<file path="config.mk">
export PLATFORM = sky130hd
export DESIGN_NAME = noise_bias_ctrl
export DESIGN_NICKNAME = d
export VERILOG_FILES = /design/src/rtl/noise_bias_ctrl.sv
export SDC_FILE = /design/constraint.sdc
export NUM_CORES = 1
export LEC_CHECK = 0
export CORE_MARGIN = 1
export CORE_UTILIZATION = 52
export CTS_CLUSTER_SIZE = 25
export DETAILED_ROUTE_END_ITERATION = 12
export PLACE_DENSITY = 0.83
export SYNTH_ARGS = -nofsm -noshare
export SYNTH_HDL_FRONTEND = slang
export SYNTH_SLANG_ARGS = --single-unit
</file>
<file path="constraint.sdc">
create_clock -name clk -period 2.9 [get_ports clk]
set_input_delay 0.58 -clock clk [delete_from_list [all_inputs] [get_ports clk]]
set_output_delay 0.58 -clock clk [all_outputs]
set_load 0.01 [all_outputs]
</file>
<file path="src/rtl/noise_bias_ctrl.sv">
`default_nettype none
// ============================================================================
// Module      : noise_bias_ctrl
// Description : Closed-loop bias voltage controller. Slowly ramps a bias code
//               while the detector is quiet. It backs the bias off when noise
//               edges persist over consecutive observation windows, and
//               requests a DAC write whenever the code changes.
//
// Ports       : clk                - rising-edge clock
//               reset              - synchronous active-high reset
//               start              - run request pulse (honoured in IDLE/FAULT)
//               noise_valid        - asynchronous noise indicator
//               spi_busy           - DAC link busy, defers spi_start
//               voltage            - bias code (VW bits)
//               spi_start          - one-cycle DAC write request
//               varu               - high while backed off (HOLD)
//               fault              - high while out of headroom (FAULT)
//               debug_window_count - consecutive noisy windows seen in RAMP
//               debug_state        - FSM state (0 IDLE, 1 RAMP, 2 HOLD, 3 FAULT)
//
// Revision    : 1.0 - initial release
// ============================================================================
module noise_bias_ctrl #(
    parameter int VW        = 8,
    parameter int WIN_LEN   = 1000,
    parameter int NOISE_THR = 4,
    parameter int WIN_NEED  = 3,
    parameter int HOLD_WIN  = 4,
    parameter int STEP_UP   = 1,
    parameter int STEP_DOWN = 8,
    parameter int V_MIN     = 0,
    parameter int V_START   = 16,
    parameter int V_MAX     = 200,
    parameter int NW        = $clog2(WIN_NEED + 1)
) (
    input  logic          clk,
    input  logic          reset,
    input  logic          start,
    input  logic          noise_valid,
    input  logic          spi_busy,
    output logic [VW-1:0] voltage,
    output logic          spi_start,
    output logic          varu,
    output logic          fault,
    output logic [NW-1:0] debug_window_count,
    output logic [2:0]    debug_state
);

    localparam int c_win_w   = $clog2(WIN_LEN);
    localparam int c_noise_w = $clog2(NOISE_THR + 1);
    localparam int c_hold_w  = $clog2(HOLD_WIN + 1);
    localparam int c_vw1     = VW + 1;

    localparam logic [VW-1:0] c_v_min   = VW'(V_MIN);
    localparam logic [VW-1:0] c_v_max   = VW'(V_MAX);
    localparam logic [VW-1:0] c_v_start = VW'(V_START);

    typedef enum logic [2:0] {
        ST_IDLE  = 3'd0,
        ST_RAMP  = 3'd1,
        ST_HOLD  = 3'd2,
        ST_FAULT = 3'd3
    } state_t;

    state_t                 r_state;
    logic [VW-1:0]          r_voltage;
    logic                   r_spi_start;
    logic                   r_varu;
    logic                   r_fault;
    logic                   r_pending;
    logic [c_win_w-1:0]     r_win;
    logic [c_noise_w-1:0]   r_noise;
    logic [NW-1:0]          r_noisy_cnt;
    logic [c_hold_w-1:0]    r_hold;
    logic [1:0]             r_sync;
    logic                   r_sync_q;

    logic                   w_noise_edge;
    logic                   w_active;
    logic                   w_win_end;
    logic [c_noise_w-1:0]   w_noise_final;
    logic                   w_noisy;
    logic                   w_start_ok;
    logic                   w_ramp_up;
    logic                   w_need_met;
    logic                   w_backoff;
    logic                   w_has_room;
    logic [VW:0]            w_up_sum;
    logic [VW-1:0]          w_vol_up;
    logic [VW-1:0]          w_vol_down;
    logic [VW-1:0]          w_voltage_nxt;
    logic                   w_spi_issue;

    // Rising edge of the synchronized noise indicator.
    assign w_noise_edge = r_sync[1] & ~r_sync_q;

    assign w_active  = (r_state == ST_RAMP) || (r_state == ST_HOLD);
    assign w_win_end = w_active && (r_win == c_win_w'(WIN_LEN - 1));

    // Count including this cycle's edge, so an edge on the window-end cycle
    // still belongs to the window that is closing.
    assign w_noise_final = (r_noise == c_noise_w'(NOISE_THR)) ? r_noise
                         : r_noise + c_noise_w'(w_noise_edge);
    assign w_noisy       = (w_noise_final == c_noise_w'(NOISE_THR));

    assign w_start_ok = start && ((r_state == ST_IDLE) || (r_state == ST_FAULT));
    assign w_ramp_up  = w_win_end && (r_state == ST_RAMP) && !w_noisy;
    assign w_need_met = (r_noisy_cnt == NW'(WIN_NEED - 1));
    // HOLD backs off on any noisy window; RAMP needs WIN_NEED in a row.
    assign w_backoff  = w_win_end && w_noisy &&
                        ((r_state == ST_HOLD) || ((r_state == ST_RAMP) && w_need_met));
    assign w_has_room = (r_voltage > c_v_min);

    // One extra bit so the step cannot wrap before the ceiling clamp.
    assign w_up_sum   = {1'b0, r_voltage} + c_vw1'(STEP_UP);
    assign w_vol_up   = (w_up_sum > c_vw1'(V_MAX)) ? c_v_max : w_up_sum[VW-1:0];
    assign w_vol_down = ({1'b0, r_voltage} >= c_vw1'(V_MIN + STEP_DOWN))
                      ? r_voltage - VW'(STEP_DOWN) : c_v_min;

    always_comb begin
        w_voltage_nxt = r_voltage;
        if (w_start_ok) begin
            w_voltage_nxt = c_v_start;
        end else if (w_ramp_up) begin
            w_voltage_nxt = w_vol_up;
        end else if (w_backoff && w_has_room) begin
            w_voltage_nxt = w_vol_down;
        end
    end

    assign w_spi_issue = r_pending & ~spi_busy;

    always_ff @(posedge clk) begin
        if (reset) begin
            r_state     <= ST_IDLE;
            r_voltage   <= c_v_min;
            r_spi_start <= 1'b0;
            r_varu      <= 1'b0;
            r_fault     <= 1'b0;
            r_pending   <= 1'b0;
            r_win       <= '0;
            r_noise     <= '0;
            r_noisy_cnt <= '0;
            r_hold      <= '0;
            r_sync      <= '0;
            r_sync_q    <= 1'b0;
        end else begin
            r_sync      <= {r_sync[0], noise_valid};
            r_sync_q    <= r_sync[1];
            r_voltage   <= w_voltage_nxt;
            r_spi_start <= w_spi_issue;
            // A change landing in the same cycle as a write keeps pending set,
            // so the DAC always ends up with the latest code. A clamp that
            // leaves the code unchanged requests nothing.
            r_pending   <= (w_voltage_nxt != r_voltage) | (r_pending & spi_busy);

            case (r_state)
                ST_IDLE, ST_FAULT: begin
                    if (start) begin
                        r_win       <= '0;
                        r_noise     <= '0;
                        r_noisy_cnt <= '0;
                        r_hold      <= '0;
                        r_state     <= ST_RAMP;
                        r_varu      <= 1'b0;
                        r_fault     <= 1'b0;
                    end
                end
                ST_RAMP, ST_HOLD: begin
                    r_win   <= w_win_end ? '0 : r_win + c_win_w'(1);
                    r_noise <= w_win_end ? '0 : w_noise_final;
                    if (w_win_end) begin
                        if (w_backoff) begin
                            r_noisy_cnt <= '0;
                            if (w_has_room) begin
                                r_state <= ST_HOLD;
                                r_hold  <= '0;
                                r_varu  <= 1'b1;
                                r_fault <= 1'b0;
                            end else begin
                                r_state <= ST_FAULT;
                                r_varu  <= 1'b0;
                                r_fault <= 1'b1;
                            end
                        end else if (r_state == ST_RAMP) begin
                            r_noisy_cnt <= w_noisy ? r_noisy_cnt + NW'(1) : '0;
                        end else if (r_hold == c_hold_w'(HOLD_WIN - 1)) begin
                            // Enough quiet windows in HOLD: resume ramping.
                            r_hold  <= '0;
                            r_state <= ST_RAMP;
                            r_varu  <= 1'b0;
                        end else begin
                            r_hold <= r_hold + c_hold_w'(1);
                        end
                    end
                end
                default: begin
                    r_state <= ST_IDLE;
                    r_varu  <= 1'b0;
                    r_fault <= 1'b0;
                end
            endcase
        end
    end

    assign voltage            = r_voltage;
    assign spi_start          = r_spi_start;
    assign varu               = r_varu;
    assign fault              = r_fault;
    assign debug_window_count = r_noisy_cnt;
    assign debug_state        = r_state;

endmodule
`default_nettype wire
</file>
==> run metrics <==
Reg2Reg Depth=12; CTS clk-pin slew, worst paths=0.07 ns; Slew Viols, Final=0; RSZ-0062 raised after global routing=no; Area after DPL=2750 um^2; post-synth top area share=0.287; Setup crit start=r_sync[1]; io pins=21; R2R setup slack=0.18 ns; Pwr Density=340 nW/um^2; most frequent cells in the layout=nor2_1 (44), a21oi_1 (37), dfxtp_1 (35); initial DRC count=163; GR Util met3=0.0462; worst skew pair latency=0.29 ns; first-pass GRT wire length=11200 um; M1 GR Usage=0.362; reg2reg start=r_sync[1]; worst min path class=flop to flop; grt ovf=0; diode count=0; Ys Warns=0; routing usage on met2=0.455; Fin Hold WS=0.450 ns; outcome=finished with violations; Syn Area/Cell=7.33 um^2; FILL cells=387; CP Data Arrival Time=2.90 ns; Non-Filler Instances=409; placed cell count=401; violated checks=DRC; area leader, netlist=dfxtp_1; Max-Cap Viols=0; worst vdd ir=0.299 mV; post-cts hold buffer count=0; synth top area cells=dfxtp_1 (29%), a21oi_1 (7.6%), nor2_1 (6.8%), ha_1 (6.2%), nand2_1 (4.5%); # setup viols final=0; post-CTS setup buffer count=0; layout cells sized above 1=0.106; final instance area=2890 um^2; Port Buffers=19; Detailed Routing Iterations Pass 1=10; WL per Instance=16.0 um; Crit. End Element=flop; number of distinct library cells after synthesis=58; die width=70.5 um; setup total negative slack=0 ns; initial antenna violation count=0; Net count, final=373; top_reg_cell synth=dfxtp_1; Post-synth EDFFs=0; Routed Antenna Nets=0; Final GP Congestion=0.939; vias in the first global route=2398; Starting Density=0.549; commonest non-fill, non-tap cell in the layout=nor2_1; H-tree Lvls=2; largest net degree at the start of global routing=27; CTS Buffer Depth=2; clk root buf=clkbuf_8; Vias/cell=6.37; cts bufs inserted=5; sequential area share after synthesis=0.287; asr flop ratio synth=0; global route hottest layer=met2; achievable clock frequency=367 MHz; Final Hold Viols=0; crit share post-route=0.939; DRC errors left=2; Worst-Margin Slew=1.14 ns; Synth Instances=333; DIE HEIGHT=70.5 um; LEAKAGE=1.08 nW; hpwl dp=4740 um; CTS tree=done; Slew Limit Headroom=0.234; clk_skew=0.00413 ns; full die area=4970 um^2; Layout area overhead=18.2%; Sink Count=35; via count=2605; synthesized cell area=2440 um^2; critical path class=flop to flop; Req. time, crit path=3.08 ns; Rows=24; pre-CTS setup slack=0.000441 ns; Yosys reg bits=35; crit start category=flop; final worst slack=0.176 ns; Net Count, Synth=350; Total Wirelength=6550 um; Period minus WS final=2.72 ns; CP endpoint=r_pending; CORE AREA=4440 um^2; GRT Overall Usage=0.280; Reg-to-Reg End=r_pending; crit-path max FO=10
[cells by family after synthesis]
kind of cell / synth area share
fa+ha+maj: 0.0615
simple gates: 0.321
buf+inv: 0.0528
other cells: 0.00154
xor+xnor: 0.00718
flops: 0.287
compound gates: 0.257
mux: 0.0123
[area by class of cell]
type / instances / area (um^2) / share of cell area
Timing Repair Buffer: 38 / 333 / 0.115
Inverter: 11 / 41.3 / 0.0143
Multi-Input combinational cell: 265 / 1670 / 0.577
Clock buffer: 7 / 76.3 / 0.0264
Tap cell: 52 / 65.1 / 0.0225
Sequential cell: 35 / 701 / 0.243
Clock inverter: 1 / 5.00 / 0.00173
[sequential cells by signal, indices dropped and copies added, names as in the netlist]
register	flops
r_sync_q	1
debug_window_count	2
varu	1
r_hold	3
fault	1
r_win	10
spi_start	1
r_noise	3
r_sync	2
voltage	8
r_pending	1
debug_state	2
[metal layers]
metal | vias to the layer above | routed length [um]
met3 | 24 | 393
met1 | 1205 | 2920
met2 | 105 | 3020
met5 | - | 0
li1 | 1271 | -
met4 | 0 | 216
[timing repair]
action	4_1_cts	5_1_grt
endpoints found under the setup margin	1	5
pin swaps	0	3
gates resized for setup	1	7
[worst min path at each step]
stage / from / endpoint / slack [ns] / cells after the start
3_5_place_dp: fault / fault / 0.44 / 2
3_3_place_gp: fault / fault / 0.44 / 2
2_1_floorplan: r_sync[0] / r_sync[1] / 0.41 / 1
5_1_grt: fault / fault / 0.48 / 2
4_1_cts: fault / fault / 0.45 / 2
6_report: fault / fault / 0.45 / 2
[power breakdown]
part           total (mW)  leakage [nW]  internal [mW]  switching, mW
clock network       0.337        0.0422          0.168          0.169
registers           0.498         0.283          0.490        0.00802
logic               0.146         0.759         0.0536         0.0928
total               0.981          1.08          0.712          0.270
[worst max-delay path, stage by stage (launching register included)]
cell and delay (ns):
dfxtp_1 0.31, nor2b_1 0.13, ha_1 0.22, ha_4 0.32, nor4b_4 0.06, nor3_4 0.41
nor3_4 0.11, buf_4 0.20, a21oi_1 0.16, o2bb2ai_1 0.11, a211oi_2 0.20, nand4_1 0.10
o31a_1 0.28
[cell usage after synthesis (all sizes together), types with 2 or more instances]
cell,count
nor3,7
o31ai,2
nor4b,2
a21boi,2
nor2b,6
and3,9
and2,2
dfxtp,35
mux2i,3
ha,12
a211oi,2
nor4,4
a31oi,8
nand4,8
clkbuf,20
nand2b,4
a22oi,4
buf,2
o2111ai,2
a21oi,37
o211ai,3
o22ai,2
a31o,2
xnor2,2
nor3b,3
and4,3
or3,2
a221oi,2
inv,11
a32oi,2
nor2,45
nand3,13
a311oi,4
nand2,30
o21ai,20
nand3b,4
[stage by stage]
step	util	power, mW
floorplan	-	0.603
detailed placement	0.619	0.650
global placement	0.619	0.650
global route	0.649	1.03
finish	0.649	0.981
CTS	0.639	0.983
(Power assumes the default switching activity.)
